--- config.mk ---
export PLATFORM = sky130hd
export DESIGN_NAME = apuf_eval_sequencer
export DESIGN_NICKNAME = d
export VERILOG_FILES = /design/src/rtl/apuf_eval_sequencer.sv
export SDC_FILE = /design/constraint.sdc
export NUM_CORES = 1
export LEC_CHECK = 0
export BUFFER_PORTS_ARGS = -buffer_cell sky130_fd_sc_hd__clkbuf_2
export CORE_MARGIN = 2
export CORE_UTILIZATION = 26
export DETAILED_ROUTE_END_ITERATION = 10
export MAX_ROUTING_LAYER = met4
export PLACE_DENSITY = 0.46
export SLEW_MARGIN = 0
export SYNTH_ARGS = -nofsm -noshare
export SYNTH_HDL_FRONTEND = slang
export SYNTH_SLANG_ARGS = --single-unit
--- constraint.sdc ---
create_clock -name clk -period 2.17 [get_ports clk]
set_input_delay 0.434 -clock clk [delete_from_list [all_inputs] [get_ports clk]]
set_output_delay 0.434 -clock clk [all_outputs]
set_load 0.005 [all_outputs]
--- src/rtl/apuf_eval_sequencer.sv ---
// Evaluation sequencer for an interposed APUF: holds the challenge, fires the
// top then bottom trigger REPS times and majority-votes the response bits.
module apuf_eval_sequencer #(
    parameter int unsigned N           = 64,
    parameter int unsigned REPS        = 15,
    parameter int unsigned SETTLE_CYC  = 4,
    parameter int unsigned REARM_CYC   = 8,
    parameter int unsigned TIMEOUT_CYC = 1024
) (
    input  logic         clk,
    input  logic         rst_n,
    input  logic         start,
    input  logic [N-1:0] chal_in,
    output logic         busy,
    output logic         done,
    output logic         resp_bit,
    output logic [7:0]   ones_cnt,
    output logic         timeout_err,
    output logic [N-1:0] chal_out,
    output logic         tig_t,
    output logic         tig_b,
    input  logic         rdy_t,
    input  logic         rdy_b,
    input  logic         puf_resp
);

    localparam int unsigned MAX_SR  = (SETTLE_CYC > REARM_CYC) ? SETTLE_CYC : REARM_CYC;
    localparam int unsigned CNT_MAX = (MAX_SR > TIMEOUT_CYC) ? MAX_SR : TIMEOUT_CYC;
    localparam int unsigned CNT_W   = $clog2(CNT_MAX + 1);
    // The abort cycle (FINISH) itself is the last counted cycle, so the wait
    // state gives up one count early and done lands TIMEOUT_CYC after the trigger.
    localparam int unsigned TO_LAST = (TIMEOUT_CYC > 1) ? TIMEOUT_CYC - 2 : 0;

    typedef enum logic [2:0] {
        S_IDLE,
        S_SETTLE,
        S_FIRE_T,
        S_WAIT_T,
        S_FIRE_B,
        S_WAIT_B,
        S_REARM,
        S_FINISH
    } state_e;

    state_e         state_q, state_d;
    logic [CNT_W-1:0] cnt_q, cnt_d;
    logic [7:0]     eval_q, eval_d;
    logic [7:0]     ones_q, ones_d;
    logic           terr_q, terr_d;
    logic           resp_q, resp_d;
    logic [N-1:0]   chal_q, chal_d;
    logic           busy_q, busy_d;
    logic           done_q, done_d;
    logic           tig_t_q, tig_t_d;
    logic           tig_b_q, tig_b_d;
    logic           expire_c;
    logic [8:0]     twice_c;

    assign expire_c = (cnt_q >= CNT_W'(TO_LAST));
    assign twice_c  = {ones_d, 1'b0};

    // State and output registers
    always_ff @(posedge clk or negedge rst_n) begin
        if (!rst_n) begin
            state_q <= S_IDLE;
            cnt_q   <= '0;
            eval_q  <= '0;
            ones_q  <= '0;
            terr_q  <= 1'b0;
            resp_q  <= 1'b0;
            chal_q  <= '0;
            busy_q  <= 1'b0;
            done_q  <= 1'b0;
            tig_t_q <= 1'b0;
            tig_b_q <= 1'b0;
        end else begin
            state_q <= state_d;
            cnt_q   <= cnt_d;
            eval_q  <= eval_d;
            ones_q  <= ones_d;
            terr_q  <= terr_d;
            resp_q  <= resp_d;
            chal_q  <= chal_d;
            busy_q  <= busy_d;
            done_q  <= done_d;
            tig_t_q <= tig_t_d;
            tig_b_q <= tig_b_d;
        end
    end

    // Next-state logic; outputs are decoded from the next state so they register cleanly
    always_comb begin
        state_d = state_q;
        cnt_d   = cnt_q;
        eval_d  = eval_q;
        ones_d  = ones_q;
        terr_d  = terr_q;
        resp_d  = resp_q;
        chal_d  = chal_q;

        unique case (state_q)
            S_IDLE: begin
                if (start) begin
                    chal_d  = chal_in;
                    ones_d  = '0;
                    eval_d  = '0;
                    terr_d  = 1'b0;
                    resp_d  = 1'b0;
                    cnt_d   = '0;
                    state_d = S_SETTLE;
                end
            end
            S_SETTLE: begin
                if (cnt_q == CNT_W'(SETTLE_CYC - 1)) begin
                    cnt_d   = '0;
                    state_d = S_FIRE_T;
                end else begin
                    cnt_d = cnt_q + CNT_W'(1);
                end
            end
            S_FIRE_T: begin
                cnt_d   = '0;
                state_d = S_WAIT_T;
            end
            S_WAIT_T: begin
                if (rdy_t) begin
                    state_d = S_FIRE_B;
                end else if (expire_c) begin
                    terr_d  = 1'b1;
                    state_d = S_FINISH;
                end else begin
                    cnt_d = cnt_q + CNT_W'(1);
                end
            end
            S_FIRE_B: begin
                cnt_d   = '0;
                state_d = S_WAIT_B;
            end
            S_WAIT_B: begin
                if (rdy_b) begin
                    ones_d = (ones_q == 8'hFF) ? ones_q : ones_q + 8'(puf_resp);
                    eval_d = eval_q + 8'd1;
                    cnt_d  = '0;
                    state_d = (eval_d == 8'(REPS)) ? S_FINISH : S_REARM;
                end else if (expire_c) begin
                    terr_d  = 1'b1;
                    state_d = S_FINISH;
                end else begin
                    cnt_d = cnt_q + CNT_W'(1);
                end
            end
            S_REARM: begin
                if (cnt_q == CNT_W'(REARM_CYC - 1)) begin
                    cnt_d   = '0;
                    state_d = S_FIRE_T;
                end else begin
                    cnt_d = cnt_q + CNT_W'(1);
                end
            end
            S_FINISH: begin
                state_d = S_IDLE;
            end
            default: begin
                state_d = S_IDLE;
            end
        endcase

        // FINISH lasts one cycle, so this fires exactly on entry
        if (state_d == S_FINISH) begin
            resp_d = !terr_d && (twice_c > 9'(REPS));
        end

        busy_d  = (state_d != S_IDLE) && (state_d != S_FINISH);
        done_d  = (state_d == S_FINISH);
        tig_t_d = (state_d == S_FIRE_T);
        tig_b_d = (state_d == S_FIRE_B);
    end

    assign busy        = busy_q;
    assign done        = done_q;
    assign resp_bit    = resp_q;
    assign ones_cnt    = ones_q;
    assign timeout_err = terr_q;
    assign chal_out    = chal_q;
    assign tig_t       = tig_t_q;
    assign tig_b       = tig_b_q;

endmodule

# ---- Word level (Yosys, flattened, before mapping)
# Index checks and enable logic that the tools add are counted.
dict set report op_classes {
  n_addsub 3
  n_div 0
  n_reduce_logical 14
  mul 0
  n_lt_le_gt_ge 2
  n_shift 0
  n_eq_ne 18
  mux 30
  bitwise 0
}
# op count
set ops {}
lappend ops {{$mux W11} 6}
lappend ops {{$pmux W11 S6} 1}
lappend ops {{$mux W8} 5}
lappend ops {{$pmux W8 S2} 2}
lappend ops {{$pmux W3 S8} 1}
lappend ops {{$eq A3 B3 Y1 const B} 6}
lappend ops {{$mux W3} 6}
lappend ops {{$add A11 B1 Y11 const B} 1}
lappend ops {{$eq A11 B2 Y1 const B} 1}
lappend ops {{$eq A11 B3 Y1 const B} 1}
lappend ops {{$ge A11 B10 Y1 const B} 1}
lappend ops {{$eq A3 B2 Y1 const B} 3}
lappend ops {{$gt A9 B4 Y1 const B} 1}
lappend ops {{$add A8 B1 Y8} 1}
lappend ops {{$add A8 B1 Y8 const B} 1}
lappend ops {{$eq A8 B4 Y1 const B} 1}
lappend ops {{$eq A8 B8 Y1 const B} 1}
lappend ops {{$mux W1} 8}
lappend ops {{$ne A2 B2 Y1 const B} 3}
lappend ops {{$reduce_and A3 Y1} 2}
lappend ops {{$reduce_bool A2 Y1} 3}
lappend ops {{$reduce_bool A6 Y1} 1}
lappend ops {{$reduce_and A2 Y1} 2}
lappend ops {{$eq A3 B1 Y1 const B} 1}
lappend ops {{7 further kinds} 8}
dict set report totals {
  n_memories 0
  out_inout_bits 78
  latch_bits 0
  elab_cells 78
  rom_bits 0
  input_bits 70
  register_bits 100
  ram_bits 0
}

# ---- Longest topological paths before layout
dict set report logic_depth {
  word_depth 8
  depth_mapped 8
  ltp_nobuf 8
}

# ---- Least setup slack after synthesis
# OpenSTA, ideal clock, no wires.
dict set report synth_timing {
  kind {register -> register}
  start {register cnt_q[0]}
  end {register cnt_q[4]}
  synth_period_minus_slack_ps 1916
  t_arrival_ps 1794
  setup_ps 121
  t_required_ps 2049
  n_path_buf 0
  stages_incl_launch_ff 9
  path_slack_ps 254
  path_cell_list {dfrtp_1 > inv_1 > ha_1 > o211ai_1 > nor3_2 > a221oi_2 > a21o_1 > nor2_1 > o22a_1}
}
dict set report synth_between {
  elab_chain_len 4
  word_cells_on_any_way 10
  classes_between {add/sub: 1; order compare: 1; eq/ne: 2; mux: 6}
}
# item line_no
set synth_lines {}
lappend synth_lines {{from (decl)} 46} ;# logic [CNT_W-1:0] cnt_q, cnt_d;
lappend synth_lines {{from (signal assigned)} 78} ;# cnt_q <= cnt_d;
lappend synth_lines {{$add A11 B1 Y11 or $ge A11 B10 Y1 (tied branches)} -}
lappend synth_lines {{$mux W11} {128, 145}}
lappend synth_lines {{$mux W11, on equally long branches} {140, 126}}
lappend synth_lines {{$pmux W11 S6 *} 101} ;# unique case (state_q)
# Every way passes the cells marked *; elsewhere a longest branch is shown, timed or not. The select of a mux whose other input is x is not followed.
# A chain may end at the register's enable or synchronous reset.

# ---- Final worst setup path
dict set report layout_timing {
  start {register cnt_q[0]}
  end {register cnt_q[6]}
}
# Same word-level chain as after synthesis.

==> impl_metrics.ini <==
[final_layout]
antennaDiodeCount = 0
fill_cells = 1813
final-seq-area_um2 = 2500
stdcell_count = 944
layout_common_cells = nand2_1, clkbuf_2, dfrtp_1, nor2_1, buf_4
drive_gt1_frac = 0.294
layout_commonest_cell = nand2_1
multi_input_area_um2 = 2070
nets = 786
area_growth_pct = 31.9

[clock_network]
tritoncts = yes
cts_root_buffer = clkbuf_16
clk_path_buf_depth = 2
numClockSinks = 100
hold_buffers = 0
htreeDepth = 3
cts.clk_slew.worst_paths_ps = 70
numCtsBuffers = 9
clk_latency_ps = 350

[floorplan]
io_pins = 148
start_util = 0.264
fp.coreArea_um2 = 17800
fp-row-count = 49
die_w_um = 139
die_y_um = 139
die-area_um2 = 19200

[placement]
dp_cells = 925
gp_congestion = 0.823
dp_hpwl_um = 10300
port_buffers = 147

[global_route]
gr-total-overflow = 0
grt_pass1_wl_um = 23100
grt_pass1_vias = 4670
antenna_found_initial = 0
grt_usage = 0.152
grt_max_degree = 51

[drt]
topRoutingLayerUsed = met4
drt_first_pass_iters = 4
num_vias = 4412
wl_per_cell_um = 14.6
via_per_inst = 4.67
ant_nets = 0
finalWirelength_um = 13800
wl_met3_um = 820
drt_iter0_markers = 273
wl_met2_um = 6440
drc = 0
wl_met1_um = 6260

[synthesis]
avgSynthCellArea_um2 = 8.60
synth_xor_xnor_area_share = 0.00558
synthDistinctLibCells = 55
synth.area.top_cells = dfrtp_1, nand2_1, nor2_1
synthMuxAreaShare = 0.00425
async_flop_share = 1.00
yosysTopAreaCell = dfrtp_1
syn_inst = 547
yosysWarningCount = 0
synth_nets = 623
synth_compound_area_frac = 0.123
yosys_register_bits = 100
synth-simple-area-share = 0.285
synth_top_family_by_area = simple AND/OR/NAND/NOR gates
ys.flop_type = dfrtp_1
ys_seq_area_frac = 0.532
synth_edf_count = 0
yosysTopAreaCellShare = 0.532
synth_fa_ha_area_frac = 0.0160
netlist_area_um2 = 4710

[timing]
finalHoldViolCount = 0
fin_skew_ps = 8.39
max_slew.worst_pin.slew_ps = 567
fin_crit_ps = 2060
setup_violations = 0
slew_violations = 0
fmax_mhz = 485
max_slew_margin = 0.622
rsz0062_at_grt = false
tns_ps = 0
period_share = 0.950

[power_and_ir_drop]
ir_worst_vdd_uv = 510
power_density_nw_per_um2 = 1140
p_leak_uw = 0.00335

[worst_setup_path]
startpoint_type = flip-flop
timing_worst_setup_path_type = reg2reg
path_cells = inv_1 > ha_1 > o211ai_1 > nor3_2 > a221o_1 > buf_4 > nand2_1 > o211ai_1
critPathMaxFanout = 4
cp_slowest_cell = a221o_1
reg2regPathDepth = 8
cp_data_arrival_time_ps = 2290
worstSetupEndpointType = flip-flop
cpMostUsedCell = o211ai_1
critical_path.max_stage_delay_ps = 400
required_ps = 2400

[outcome]
outcome = finished clean

[hold_path]
hp-class = in2async

[run]
cap_viol_max_count = 0
-- cell type report --
cell class                      instances  share of cell area
Sequential cell                       100               0.403
Inverter                               10             0.00605
Timing Repair Buffer                  179               0.162
Clock inverter                          7              0.0129
Tap cell                              229              0.0462
Clock buffer                            9              0.0363
Multi-Input combinational cell        410               0.333
-- layer usage --
metal | vias up | track usage
met4 | 0 | 0.0591
met5 | - | -
met3 | 19 | 0.0331
met1 | 2098 | 0.194
met2 | 141 | 0.237
li1 | 2154 | -
-- power breakdown --
part           switching [uW]  internal, uW
combinational            1420          1080
clock                     772           914
sequential                391          2500
total                    2580          4490
-- critical path: cells and delay by family, from the launching register on --
kind / cells / cell delay (ps)
AOI/OAI and AO/OA: 3 / 890
DFF: 1 / 350
and+or+nand+nor: 2 / 300
buffers and inverters: 2 / 220
adders and majority gates: 1 / 180
-- stage by stage --
stage	total power (uW)	instance area [um2]	util	hold WS, ps	setup WS (ps)
after floorplan	4160	4710	-	138	254
after global placement	5380	5850	0.328	457	165
after detailed placement	5430	5850	0.328	462	93.0
after CTS	7170	6160	0.345	85.8	90.4
after global routing	7640	6210	0.348	110	23.6
final	7070	6210	0.348	75.3	109
-- worst paths after layout --
| check | start | endpoint | slack [ps] |
|---|---|---|---|
| worst min register to register | chal_out[5]$_DFFE_PN0P_ | chal_out[5]$_DFFE_PN0P_ | 480 |
| worst max register to register | cnt_q[0]$_DFFE_PN0P_ | cnt_q[6]$_DFFE_PN0P_ | 110 |
| max in group asynchronous | rst_n | ones_cnt[4]$_DFF_PN0_ | 1490 |
| min in group clk | chal_in[15] | chal_out[15]$_DFFE_PN0P_ | 270 |
| worst min-delay path | rst_n | chal_out[57]$_DFFE_PN0P_ | 80 |
| worst max-delay path | cnt_q[0]$_DFFE_PN0P_ | cnt_q[6]$_DFFE_PN0P_ | 110 |
-- cell families after synthesis --
group                    Yosys count
AO/OA/AOI/OAI                     85
XOR/XNOR                           3
adder cells (fa/ha/maj)            6
buffers and inverters             37
flip-flops                       100
multiplexers                       2
AND/OR/NAND/NOR                  314
-- sequential cells by signal, indices dropped and copies added (netlist names), named ones only --
register,cells
done,1
busy,1
tig_b,1
tig_t,1
chal_out,64
eval_q,8
cnt_q,11
ones_cnt,5
state_q,3
timeout_err,1
resp_bit,1
-- synth_stat cells (3+ instances only) --
cell type / instances
clkbuf_1: 13
nand2_1: 226
o22a_1: 4
nand2b_1: 3
and3_1: 8
a31oi_1: 4
o211ai_1: 4
ha_1: 6
nor2_1: 31
nor3_1: 8
o21ai_0: 15
a21o_1: 4
o31ai_1: 7
buf_2: 12
o211a_1: 3
o21ai_1: 9
nand4_1: 6
nand3_1: 10
nand3b_1: 3
dfrtp_1: 100
a21oi_1: 17
inv_1: 10
and2_1: 4
-- repair_timing --
action                                  CTS  global route
endpoints found under the setup margin    0            10
setup buffers                             0             3
gates resized for setup                   0             6
Note: power is estimated with default switching activity, not from simulation.
